$ cat config.mk
export PLATFORM = sky130hd
export DESIGN_NAME = word_tx
export DESIGN_NICKNAME = d
export VERILOG_FILES = /design/src/rtl/dtw_pkg.sv /design/src/rtl/wtx_char_enc.sv /design/src/rtl/word_tx.sv
export SDC_FILE = /design/constraint.sdc
export NUM_CORES = 1
export LEC_CHECK = 0
export CORE_UTILIZATION = 52
export CTS_BUF_LIST = sky130_fd_sc_hd__clkbuf_16
export CTS_CLUSTER_SIZE = 24
export DETAILED_ROUTE_END_ITERATION = 8
export GPL_TIMING_DRIVEN = 0
export PLACE_DENSITY_LB_ADDON = 0.08
export SYNTH_ARGS = -nofsm -noshare
export SYNTH_HDL_FRONTEND = slang
export SYNTH_SLANG_ARGS = --single-unit
$ cat constraint.sdc
create_clock -name i_WTX_clk -period 4.7 [get_ports i_WTX_clk]
set_input_delay 0.705 -clock i_WTX_clk [delete_from_list [all_inputs] [get_ports i_WTX_clk]]
set_output_delay 0.705 -clock i_WTX_clk [all_outputs]
set_load 0.02 [all_outputs]
$ cat src/rtl/dtw_pkg.sv
// -----------------------------------------------------------------------------
// dtw_pkg
// Shared definitions for the word-recognition path: packed-word geometry,
// character code type, ASCII constants and the word_tx state encoding.
// No ports (package).
// -----------------------------------------------------------------------------
package dtw_pkg;

    localparam int CHAR_W    = 8;
    localparam int MAX_CHARS = 15;
    localparam int WORD_W    = MAX_CHARS * CHAR_W;

    // One slot of the packed word: 0 = padding/end, 1..26 = 'A'..'Z'
    typedef logic [CHAR_W-1:0] char_code_t;

    localparam logic [7:0] ASCII_NUL        = 8'h00;
    localparam logic [7:0] ASCII_BASE       = 8'h40;
    localparam logic [7:0] ASCII_QMARK      = 8'h3F;
    localparam logic [7:0] ASCII_CR         = 8'h0D;
    localparam logic [7:0] ASCII_LF         = 8'h0A;
    localparam logic [7:0] CODE_LAST_LETTER = 8'd26;

    typedef enum logic [1:0] {
        IDLE = 2'd0,
        SEND = 2'd1,
        TERM = 2'd2,
        DONE = 2'd3
    } wtx_state_t;

endpackage

$ cat src/rtl/wtx_char_enc.sv
// -----------------------------------------------------------------------------
// wtx_char_enc
// Combinational letter-code to ASCII encoder, shared with the display path.
//   code  in  8  slot code (1..26 letters, 0 padding, others invalid)
//   ascii out 8  'A'..'Z' for 1..26, '?' for 27..255, NUL for padding
// -----------------------------------------------------------------------------
module wtx_char_enc
    import dtw_pkg::*;
(
    input  logic [7:0] code,
    output logic [7:0] ascii
);

    // Map one slot code onto its printable character
    always_comb begin
        ascii = ASCII_NUL;
        if (code == 8'd0) begin
            ascii = ASCII_NUL;
        end else if (code <= CODE_LAST_LETTER) begin
            ascii = ASCII_BASE + code;
        end else begin
            ascii = ASCII_QMARK;
        end
    end

endmodule

$ cat src/rtl/word_tx.sv
// -----------------------------------------------------------------------------
// word_tx
// Captures a packed 15-slot word on a start pulse and streams it out as ASCII
// bytes over a valid/ready interface, one byte per cycle while ready is held.
//
// Ports:
//   i_WTX_clk    in   1    clock, rising edge
//   i_WTX_rst_n  in   1    asynchronous active-low reset
//   i_WTX_start  in   1    one-cycle load pulse (accepted only when idle)
//   i_WTX_word   in   120  packed word, slot 0 in bits [7:0]
//   i_WTX_ready  in   1    downstream accepts a byte this cycle
//   o_WTX_valid  out  1    o_WTX_data holds a byte
//   o_WTX_data   out  8    ASCII byte
//   o_WTX_busy   out  1    high from accepted start until the done cycle
//   o_WTX_done   out  1    one-cycle pulse after the last byte is accepted
//   o_WTX_len    out  4    letters sent, valid from done until next start
//
// Build option: define WTX_NEWLINE_EN to append CR LF after every word.
// -----------------------------------------------------------------------------
module word_tx
    import dtw_pkg::*;
(
    input  logic              i_WTX_clk,
    input  logic              i_WTX_rst_n,
    input  logic              i_WTX_start,
    input  logic [WORD_W-1:0] i_WTX_word,
    input  logic              i_WTX_ready,
    output logic              o_WTX_valid,
    output logic [7:0]        o_WTX_data,
    output logic              o_WTX_busy,
    output logic              o_WTX_done,
    output logic [3:0]        o_WTX_len
);

    wtx_state_t              state_r, state_nxt_s;
    logic [WORD_W-1:0]       word_r, word_nxt_s;
    logic [3:0]              idx_r, idx_nxt_s;
    logic [3:0]              len_r, len_nxt_s;
    logic                    valid_r, valid_nxt_s;
    logic [7:0]              data_r, data_nxt_s;
    logic                    busy_r, busy_nxt_s;
    logic                    done_r, done_nxt_s;
`ifdef WTX_NEWLINE_EN
    logic                    term_r, term_nxt_s;   // 0: CR on the bus, 1: LF
`endif

    logic                    fire_s;
    logic                    start_ok_s;
    logic [3:0]              idx_look_s;
    logic [WORD_W+CHAR_W-1:0] word_ext_s;
    char_code_t              slot_s;
    logic [7:0]              slot_ascii_s;
    logic                    end_of_word_s;

    assign fire_s = valid_r & i_WTX_ready;

    // The done-pulse cycle is treated as part of the finishing sequence, so a
    // start coinciding with it is dropped just like one in the DONE state.
    assign start_ok_s = i_WTX_start & (state_r == IDLE) & ~done_r;

    // Slot lookahead: the byte registered at this edge belongs to the slot
    // after the one being accepted, which keeps one byte per cycle.
    always_comb begin
        if (fire_s) begin
            idx_look_s = idx_r + 4'd1;
        end else begin
            idx_look_s = idx_r;
        end
    end

    // A zero pad slot above the word makes idx == MAX_CHARS read as end of word
    assign word_ext_s    = {{CHAR_W{1'b0}}, word_r};
    assign slot_s        = word_ext_s[{idx_look_s, 3'b000} +: CHAR_W];
    assign end_of_word_s = (slot_s == 8'd0) || (idx_look_s == 4'(MAX_CHARS));

    wtx_char_enc u_enc (
        .code  (slot_s),
        .ascii (slot_ascii_s)
    );

    // Next-state and next-output logic
    always_comb begin
        state_nxt_s = state_r;
        word_nxt_s  = word_r;
        idx_nxt_s   = idx_r;
        len_nxt_s   = len_r;
        valid_nxt_s = valid_r;
        data_nxt_s  = data_r;
        busy_nxt_s  = busy_r;
        done_nxt_s  = 1'b0;
`ifdef WTX_NEWLINE_EN
        term_nxt_s  = term_r;
`endif
        case (state_r)
            IDLE: begin
                if (start_ok_s) begin
                    word_nxt_s  = i_WTX_word;
                    idx_nxt_s   = 4'd0;
                    len_nxt_s   = 4'd0;
                    busy_nxt_s  = 1'b1;
                    valid_nxt_s = 1'b0;
                    data_nxt_s  = 8'h00;
                    state_nxt_s = SEND;
                end else begin
                    valid_nxt_s = 1'b0;
                    busy_nxt_s  = 1'b0;
                end
            end
            SEND: begin
                if (valid_r && !i_WTX_ready) begin
                    // Stall: hold the presented byte unchanged
                    state_nxt_s = SEND;
                end else begin
                    if (fire_s) begin
                        idx_nxt_s = idx_look_s;
                        if (len_r == 4'd15) begin
                            len_nxt_s = len_r;
                        end else begin
                            len_nxt_s = len_r + 4'd1;
                        end
                    end else begin
                        idx_nxt_s = idx_r;
                    end
                    if (end_of_word_s) begin
`ifdef WTX_NEWLINE_EN
                        valid_nxt_s = 1'b1;
                        data_nxt_s  = ASCII_CR;
                        term_nxt_s  = 1'b0;
                        state_nxt_s = TERM;
`else
                        valid_nxt_s = 1'b0;
                        data_nxt_s  = 8'h00;
                        state_nxt_s = DONE;
`endif
                    end else begin
                        valid_nxt_s = 1'b1;
                        data_nxt_s  = slot_ascii_s;
                    end
                end
            end
`ifdef WTX_NEWLINE_EN
            TERM: begin
                if (fire_s) begin
                    if (!term_r) begin
                        data_nxt_s = ASCII_LF;
                        term_nxt_s = 1'b1;
                    end else begin
                        valid_nxt_s = 1'b0;
                        data_nxt_s  = 8'h00;
                        state_nxt_s = DONE;
                    end
                end else begin
                    state_nxt_s = TERM;
                end
            end
`endif
            DONE: begin
                valid_nxt_s = 1'b0;
                busy_nxt_s  = 1'b0;
                done_nxt_s  = 1'b1;
                state_nxt_s = IDLE;
            end
            default: begin
                valid_nxt_s = 1'b0;
                busy_nxt_s  = 1'b0;
                state_nxt_s = IDLE;
            end
        endcase
    end

    // State and registered-output update; reset drops any partial word
    always_ff @(posedge i_WTX_clk or negedge i_WTX_rst_n) begin
        if (!i_WTX_rst_n) begin
            state_r <= IDLE;
            word_r  <= '0;
            idx_r   <= 4'd0;
            len_r   <= 4'd0;
            valid_r <= 1'b0;
            data_r  <= 8'h00;
            busy_r  <= 1'b0;
            done_r  <= 1'b0;
`ifdef WTX_NEWLINE_EN
            term_r  <= 1'b0;
`endif
        end else begin
            state_r <= state_nxt_s;
            word_r  <= word_nxt_s;
            idx_r   <= idx_nxt_s;
            len_r   <= len_nxt_s;
            valid_r <= valid_nxt_s;
            data_r  <= data_nxt_s;
            busy_r  <= busy_nxt_s;
            done_r  <= done_nxt_s;
`ifdef WTX_NEWLINE_EN
            term_r  <= term_nxt_s;
`endif
        end
    end

    assign o_WTX_valid = valid_r;
    assign o_WTX_data  = data_r;
    assign o_WTX_busy  = busy_r;
    assign o_WTX_done  = done_r;
    assign o_WTX_len   = len_r;

endmodule

==> impl_metrics.json, run 1 <==
{
  "drc": 0,
  "grt.total_usage_pct": 32.7,
  "hp-class": "input port to async pin",
  "multi_input_area_mm2": 0.00323,
  "synth_top_flop_cell": "dfrtp_1",
  "die_w_um": 118,
  "start_util_pct": 54.4,
  "path_class": "input port to register",
  "fin_area_mm2": 0.00921,
  "peakVddDrop_uv": 381,
  "synth_cell_types": 64,
  "synth_edf_count": 0,
  "async_flop_share_pct": 100,
  "layout-drive-gt1-share_pct": 8.39,
  "initialDrtViolationCount": 658,
  "fin_cells": 1138,
  "power_frac_comb_pct": 44.9,
  "period_minus_slack_ns": 4.57,
  "r2r_slack_ns": 0.41,
  "num_vias": 6395,
  "drv_cap": 0,
  "fin_nets": 1081,
  "viasPerCell": 5.62,
  "fp-row-count": 41,
  "syn_area_per_cell_um2": 8.82,
  "area_growth_pct": 32.2,
  "antenna_found_initial": 0,
  "ys_ff_latch": 141,
  "power.switching_w": 0.00255,
  "post-place-cells": 1102,
  "final_cell_mix": "385 x nand2_1, 141 x dfrtp_1, 137 x clkdlybuf4s50_1",
  "worstPathRequired_ns": 5.01,
  "p_leak_nw": 4.39,
  "port_buffers": 138,
  "final_common_cell": "nand2_1",
  "synthesis.area_mm2": 0.00697,
  "grt_pass1_wl_mm": 34.0,
  "cts_tree": "done",
  "yosysTopAreaCellShare_pct": 50.6,
  "clockBufferDepth": 2,
  "finalSetupViolations": 0,
  "fillCellCount": 997,
  "p_clk_share_pct": 20.6,
  "grt_max_degree": 74,
  "switching_share_pct": 40.9,
  "routed_wl_mm": 21.6,
  "crit_path_start_kind": "input port",
  "h-tree-depth": 4,
  "yosysSeqAreaShare_pct": 50.6,
  "post-dp-hpwl_mm": 15.8,
  "die_h_um": 118,
  "synth_warnings": 0,
  "synth_fp_nets": 917,
  "insertedDiodeCount": 0,
  "seq_power_share_pct": 34.5,
  "finalMaxSlewViolations": 0,
  "hold_viol": 0,
  "arrival_ns": 4.88,
  "clock_sinks": 141,
  "ios": 139,
  "detailed_place.area_mm2": 0.00861,
  "powerDensity_mw_per_mm2": 677,
  "clk_latency_ns": 0.43,
  "critPathCaptureType": "register",
  "fin_skew_ns": 0.00916,
  "ant_nets": 0,
  "cts_buffers": 17,
  "wire_per_inst_um": 19.0,
  "synth_cells": 790,
  "worst_pin_slew_ns": 0.781,
  "seq_area_mm2": 0.00353,
  "fp.dieArea_mm2": 0.0139,
  "grt_overflow": 0,
  "cp_max_fo": 10,
  "place.gp.congestion": 0.907,
  "cts-root-buf": "clkbuf_16",
  "r2r-end": "o_WTX_data[5]",
  "fin_crit_sh_pct": 97.2,
  "clk_pin_slew_ns": 0.06,
  "first_global_vias": 6384,
  "yosysTopAreaCell": "dfrtp_1",
  "core_mm2": 0.0128,
  "fin_setup_tns_ns": 0,
  "rr_worst_depth": 13,
  "drtPass1Iterations": 5,
  "r2r_start": "idx_r[0]",
  "internal_power_w": 0.00369,
  "synthTopCellsByArea": "dfrtp_1 51%, nand2_1 21%, mux4_2 4.5%",
  "maxSlewHeadroom_pct": 47.9,
  "status": "finished clean",
  "p_total_w": 0.00624,
  "max_freq_mhz": 219
}
[cell usage after synthesis (9+ instances only)]
master    count
nand2_1     386
dfrtp_1     141
clkbuf_1     29
mux2i_1      23
nand3_1      21
mux4_2       14
a21oi_1      13
o21ai_0      13
buf_2        10
nor2_1       10
nor3_1       10
o22ai_1       9
[what timing repair did]
action                                  4_1_cts  5_1_grt
setup buffers                                 0        5
hold buffers                                  0        0
endpoints found under the setup margin        0        9
resized for setup                             0        4
[worst max-delay path, stage by stage]
cell             delay (ns)
clkdlybuf4s50_1        0.60
buf_4                  0.21
a21boi_1               0.09
buf_2                  0.19
nor2_4                 0.38
mux4_2                 0.64
mux4_2                 0.48
inv_1                  0.07
ha_1                   0.14
o31ai_1                0.07
or4_4                  0.53
or2_1                  0.32
o21a_1                 0.25
a22o_1                 0.21
[power groups by stage]
stage | clock network [W] | logic, W | registers (W)
6_report | 0.00128 | 0.00281 | 0.00215
5_1_grt | 0.00134 | 0.00305 | 0.00220
4_1_cts | 0.00128 | 0.00274 | 0.00214
3_5_place_dp | 0 | 0.00271 | 0.00215
3_3_place_gp | 0 | 0.00262 | 0.00212
2_1_floorplan | 0 | 0.00177 | 0.00208
[layout make-up]
type	count	area share, %
Buffer	45	2.29
Clock buffer	17	4.62
Clock inverter	14	1.39
Inverter	4	0.163
Multi-Input combinational cell	600	35.1
Sequential cell	141	38.3
Tap cell	172	2.34
Timing Repair Buffer	145	15.8
[worst max-delay path by stage]
| stage | start | to | slack [ns] | depth (start not counted) |
|---|---|---|---|---|
| 3_3_place_gp | i_WTX_rst_n | word_r[66] | -2.33 | 1 |
| 2_1_floorplan | i_WTX_ready | o_WTX_data[5] | 0.75 | 13 |
| 4_1_cts | i_WTX_ready | o_WTX_data[5] | 0.01 | 14 |
| 5_1_grt | i_WTX_ready | o_WTX_data[5] | -0.01 | 14 |
| 6_report | i_WTX_ready | o_WTX_data[5] | 0.13 | 14 |
| 3_5_place_dp | i_WTX_ready | o_WTX_data[5] | -0.41 | 14 |
[registers in the layout, summed over array words and instances (netlist names)]
register,cells
idx_r,4
state_r,2
o_WTX_done,1
word_r,120
o_WTX_busy,1
o_WTX_len,4
o_WTX_data,8
o_WTX_valid,1
[kinds of logic after synthesis]
family,count (synthesis),synth area share (%)
XOR/XNOR,2,0.521
adder cells (fa/ha/maj),3,0.538
multiplexers,41,8.47
buffers and inverters,49,3.19
AO/OA/AOI/OAI,91,9.28
AND/OR/NAND/NOR,463,27.4
flip-flops,141,50.6
[per-layer routing]
layer	vias to the layer above	share of wire, %	global-route usage [%]
met5	-	0	0
met4	0	1.4	8.89
met3	23	6.5	6.54
met2	264	50	55.2
met1	3127	42	42.9
li1	2981	-	-
[per-stage QoR]
| stage | util [%] | hold slack [ns] | setup slack, ns |
|---|---|---|---|
| after detailed placement | 67.1 | 0.460 | -0.411 |
| after global routing | 71.8 | 0.314 | -0.0118 |
| after global placement | 66.8 | 0.454 | -2.33 |
| after floorplan | - | 0.409 | 0.745 |
| final | 71.8 | 0.272 | 0.133 |
| after CTS | 71.4 | 0.294 | 0.0114 |
(Power assumes the default switching activity.)
==> run 2: changes to the inputs <==
Settings changed: SLEW_MARGIN set to 15.
==> run 2 against run 1 <==
Compared with the run above: via count increased by 0.34%; clock skew decreased by 0.0019 ns; worst hold slack got worse by 0.0046 ns; total power decreased by 0.60%; global-route usage decreased by 0.60 points; sequential power about the same; die area unchanged; fmax decreased by 0.20%; critical endpoint unchanged; highest routed layer unchanged.
==> impl_metrics.json, run 2 (synthesis results as in run 1) <==
{
  "ios": 139,
  "arrival_ns": 4.89,
  "r2r_start": "idx_r[0]",
  "die_h_um": 118,
  "post-dp-hpwl_mm": 15.7,
  "clock_sinks": 141,
  "rr_worst_depth": 13,
  "initialDrtViolationCount": 531,
  "final_common_cell": "nand2_1",
  "hold_viol": 0,
  "final_cell_mix": "385 x nand2_1, 141 x dfrtp_1, 137 x clkdlybuf4s50_1",
  "cts_buffers": 17,
  "cts-root-buf": "clkbuf_16",
  "wire_per_inst_um": 18.7,
  "clk_latency_ns": 0.43,
  "maxSlewHeadroom_pct": 45.3,
  "port_buffers": 138,
  "period_minus_slack_ns": 4.58,
  "worst_pin_slew_ns": 0.818,
  "rsz0062_at_grt": "false",
  "area_growth_pct": 31.9,
  "viasPerCell": 5.64,
  "worstPathRequired_ns": 5.01,
  "fin_nets": 1078,
  "max_freq_mhz": 219,
  "num_vias": 6417,
  "largest_reg_flops": 120,
  "grt_max_degree": 74,
  "path_class": "input port to register",
  "layout-drive-gt1-share_pct": 8.09,
  "grt_overflow": 0,
  "r2r_slack_ns": 0.42,
  "p_total_w": 0.00620,
  "peakVddDrop_uv": 413,
  "fin_cells": 1137,
  "cp_max_fo": 10,
  "start_util_pct": 54.4,
  "routed_wl_mm": 21.2,
  "drtPass1Iterations": 5,
  "seq_area_mm2": 0.00353,
  "critical_path.startpoint": "i_WTX_ready",
  "drc": 0,
  "p_leak_nw": 4.38,
  "ant_nets": 0,
  "antenna_found_initial": 1,
  "cts_tree": "done",
  "r2r-end": "o_WTX_data[5]",
  "drv_cap": 0,
  "finalSetupViolations": 0,
  "fillCellCount": 973,
  "crit_path_start_kind": "input port",
  "first_global_vias": 6373,
  "detailed_place.area_mm2": 0.00860,
  "die_w_um": 118,
  "clockBufferDepth": 2,
  "cp-endpoint": "o_WTX_data[5]",
  "largest_register": "word_r",
  "grt.total_usage_pct": 32.1,
  "finalMaxSlewViolations": 0,
  "fin_crit_sh_pct": 97.4,
  "fin_ws_ns": 0.123,
  "powerDensity_mw_per_mm2": 675,
  "grt_pass1_wl_mm": 33.6,
  "fin_area_mm2": 0.00920,
  "critPathCaptureType": "register",
  "h-tree-depth": 4,
  "fp.dieArea_mm2": 0.0139,
  "fp-row-count": 41,
  "core_mm2": 0.0128,
  "place.gp.congestion": 0.907,
  "dp_slack_ns": -0.402,
  "clk_pin_slew_ns": 0.06,
  "multi_input_area_mm2": 0.00323,
  "status": "finished clean",
  "fin_skew_ns": 0.00723,
  "hp-class": "input port to async pin",
  "post-place-cells": 1101
}
## run 2: worst min-delay path by stage
stage,from,slack [ns],end
2_1_floorplan,i_WTX_rst_n,0.41,idx_r[0]
3_3_place_gp,word_r[7],0.45,word_r[7]
3_5_place_dp,word_r[10],0.46,word_r[10]
4_1_cts,i_WTX_rst_n,0.30,o_WTX_len[2]
5_1_grt,i_WTX_rst_n,0.32,o_WTX_len[2]
6_report,i_WTX_rst_n,0.27,o_WTX_len[2]
## run 2: final cells by class
class / instances / share of cell area, %
tap: 172 / 2.34
buffer: 45 / 2.30
sequential: 141 / 38.4
timing repair buffer: 142 / 15.6
antenna: 1 / 0.0272
multi-input combinational: 600 / 35.2
clock buffer: 17 / 4.63
inverter: 4 / 0.163
clock inverter: 15 / 1.42
## run 2: critical path, cell delays in order
cell             delay (ns)
clkdlybuf4s50_1        0.60
buf_4                  0.21
nand3b_1               0.14
nand2_4                0.23
buf_6                  0.23
mux4_2                 0.60
mux4_2                 0.55
inv_1                  0.08
ha_1                   0.15
o31ai_1                0.07
or4_4                  0.53
or2_1                  0.31
o21a_1                 0.24
a22o_1                 0.21
## run 2: layer usage
metal  global-route usage, %  wire length (um)  vias up
li1                        -                 -     2980
met1                    41.7              8710     3123
met2                    51.5             10400      275
met3                    7.80              1530       39
met4                    13.1               598        0
met5                       0                 0        -
## run 2: where the power goes
| group | internal (W) | total (W) | switching [W] |
|---|---|---|---|
| Combinational | 0.00114 | 0.00277 | 0.00164 |
| Sequential | 0.00177 | 0.00215 | 0.000376 |
| Clock | 0.000767 | 0.00128 | 0.000517 |
## run 2: repair_timing
action | 4_1_cts | 5_1_grt
setup buffers | 0 | 3
setup endpoints to repair | 0 | 8
hold buffers | 0 | 0
gates resized for setup | 0 | 3
## run 2: per-stage QoR
step                      hold slack, ns  util (%)  setup TNS (ns)
after floorplan                    0.409         -               0
after global placement             0.454      66.8         -329.83
after detailed placement           0.457      67.1           -3.08
after CTS                          0.300      71.4               0
after global routing               0.323      71.7               0
final                              0.267      71.7               0
==> run 3: changes to the inputs <==
Settings changed: CORE_UTILIZATION 52 to 40.
==> run 3 against run 2 <==
Compared with the run above: via count shrank 5.5%; critical path depth stayed put; wire length is 2.6% lower; final cell count increased by 4.1%; die area up 29%; worst hold slack worse by 0.043 ns; combinational power fell by 2%; sequential share of layout area fell by 0.26 points; first-iteration DRC count decreased by 30%; setup slack lost 0.011 ns; critical endpoint unchanged; largest cell class unchanged; highest routed layer unchanged.
==> impl_metrics.json, run 3 (synthesis results as in run 1) <==
{
  "status": "finished clean",
  "wire_per_inst_um": 17.5,
  "die_w_um": 134,
  "port_buffers": 138,
  "post-dp-hpwl_mm": 15.4,
  "fp.dieArea_mm2": 0.0180,
  "hp-class": "input port to async pin",
  "dp_slack_ns": -0.444,
  "first_global_vias": 5951,
  "antenna_found_initial": 0,
  "final_util_pct": 55.0,
  "cp_max_fo": 10,
  "fin_crit_sh_pct": 97.6,
  "grt.total_usage_pct": 24.3,
  "cts_tree": "done",
  "clk_pin_slew_ns": 0.06,
  "fin_setup_tns_ns": 0,
  "powerDensity_mw_per_mm2": 664,
  "clock_sinks": 141,
  "cts-root-buf": "clkbuf_16",
  "fin_skew_ns": 0.00781,
  "rr_worst_depth": 13,
  "r2r_start": "idx_r[0]",
  "largest_register": "word_r",
  "routed_wl_mm": 20.7,
  "ant_nets": 0,
  "r2r_slack_ns": 0.44,
  "drtPass1Iterations": 5,
  "period_minus_slack_ns": 4.59,
  "core_mm2": 0.0168,
  "final_common_cell": "nand2_1",
  "num_vias": 6061,
  "place.gp.congestion": 0.915,
  "drv_cap": 0,
  "detailed_place.area_mm2": 0.00867,
  "grt_overflow": 0,
  "fin_ws_ns": 0.112,
  "fp-row-count": 47,
  "h-tree-depth": 4,
  "hold_buffers": 0,
  "finalSetupViolations": 0,
  "final_cell_mix": "385 x nand2_1, 141 x dfrtp_1, 137 x clkdlybuf4s50_1",
  "maxSlewHeadroom_pct": 51.8,
  "die_h_um": 134,
  "r2r-end": "o_WTX_data[5]",
  "crit_path_start_kind": "input port",
  "insertedDiodeCount": 0,
  "largest_reg_flops": 120,
  "layout-drive-gt1-share_pct": 7.99,
  "fin_area_mm2": 0.00926,
  "max_freq_mhz": 218,
  "p_leak_nw": 4.39,
  "ios": 139,
  "start_util_pct": 41.5,
  "fin_nets": 1078,
  "viasPerCell": 5.12,
  "grt_pass1_wl_mm": 32.5,
  "clk_latency_ns": 0.42,
  "cts_buffers": 17,
  "area_growth_pct": 32.8,
  "hold_viol": 0,
  "critPathCaptureType": "register",
  "path_class": "input port to register",
  "worstPathRequired_ns": 5.01,
  "finalMaxSlewViolations": 0,
  "peakVddDrop_uv": 316,
  "arrival_ns": 4.90,
  "drc": 0,
  "worst_pin_slew_ns": 0.723,
  "initialDrtViolationCount": 373,
  "critical_path.startpoint": "i_WTX_ready",
  "grt_max_degree": 73,
  "clockBufferDepth": 2
}
run 3: how the worst max path moves through the flow:
stage	depth (start not counted)	slack, ns	endpoint
after floorplan	13	0.75	o_WTX_data[5]
after global placement	1	-2.86	word_r[66]
after detailed placement	14	-0.44	o_WTX_data[5]
after CTS	14	0.05	o_WTX_data[5]
after global routing	14	-0.02	o_WTX_data[5]
final	14	0.11	o_WTX_data[5]
run 3: area by class of cell:
class	count	area [um2]
repair buffers	142	1430
clock buffers	17	425
flip-flops and latches	141	3530
plain buffers	45	211
multi-input cells	600	3230
inverters	4	15.0
well taps	220	275
fillers	1617	7560
clock inverters	15	134
run 3: metrics by stage:
step	std cells	total power [W]	hold slack [ns]
after global routing	1184	0.00657	0.280
after CTS	1182	0.00614	0.254
after floorplan	790	0.00385	0.409
final	1184	0.00614	0.224
after global placement	1148	0.00478	0.453
after detailed placement	1150	0.00483	0.459
run 3: layer usage:
| layer | wire, um | global-route usage [%] | vias up |
|---|---|---|---|
| li1 | - | - | 2971 |
| met1 | 9740 | 34.4 | 2900 |
| met2 | 9620 | 38.2 | 171 |
| met3 | 978 | 3.74 | 19 |
| met4 | 321 | 7.74 | 0 |
| met5 | 0 | 0 | - |
run 3: where the power goes:
part / switching (W) / internal, W / total, W
combinational: 0.00159 / 0.00113 / 0.00272
sequential: 0.000367 / 0.00177 / 0.00214
clock: 0.000516 / 0.000768 / 0.00128
total: 0.00247 / 0.00367 / 0.00614
run 3: what timing repair did:
action	CTS	global route
gates resized for setup	1	2
setup buffers	0	2
endpoints found under the setup margin	1	8
pin swaps	0	2
run 3: worst max-delay path, cell delays in order:
cell and delay, ns:
clkdlybuf4s50_1 0.61, buf_4 0.22, nand3b_1 0.16, nand2_4 0.22, buf_6 0.23, mux4_2 0.58
mux4_2 0.54, inv_1 0.09, ha_1 0.15, o31ai_1 0.08, or4_4 0.53, or2_1 0.31
o21a_1 0.24, a22o_1 0.21
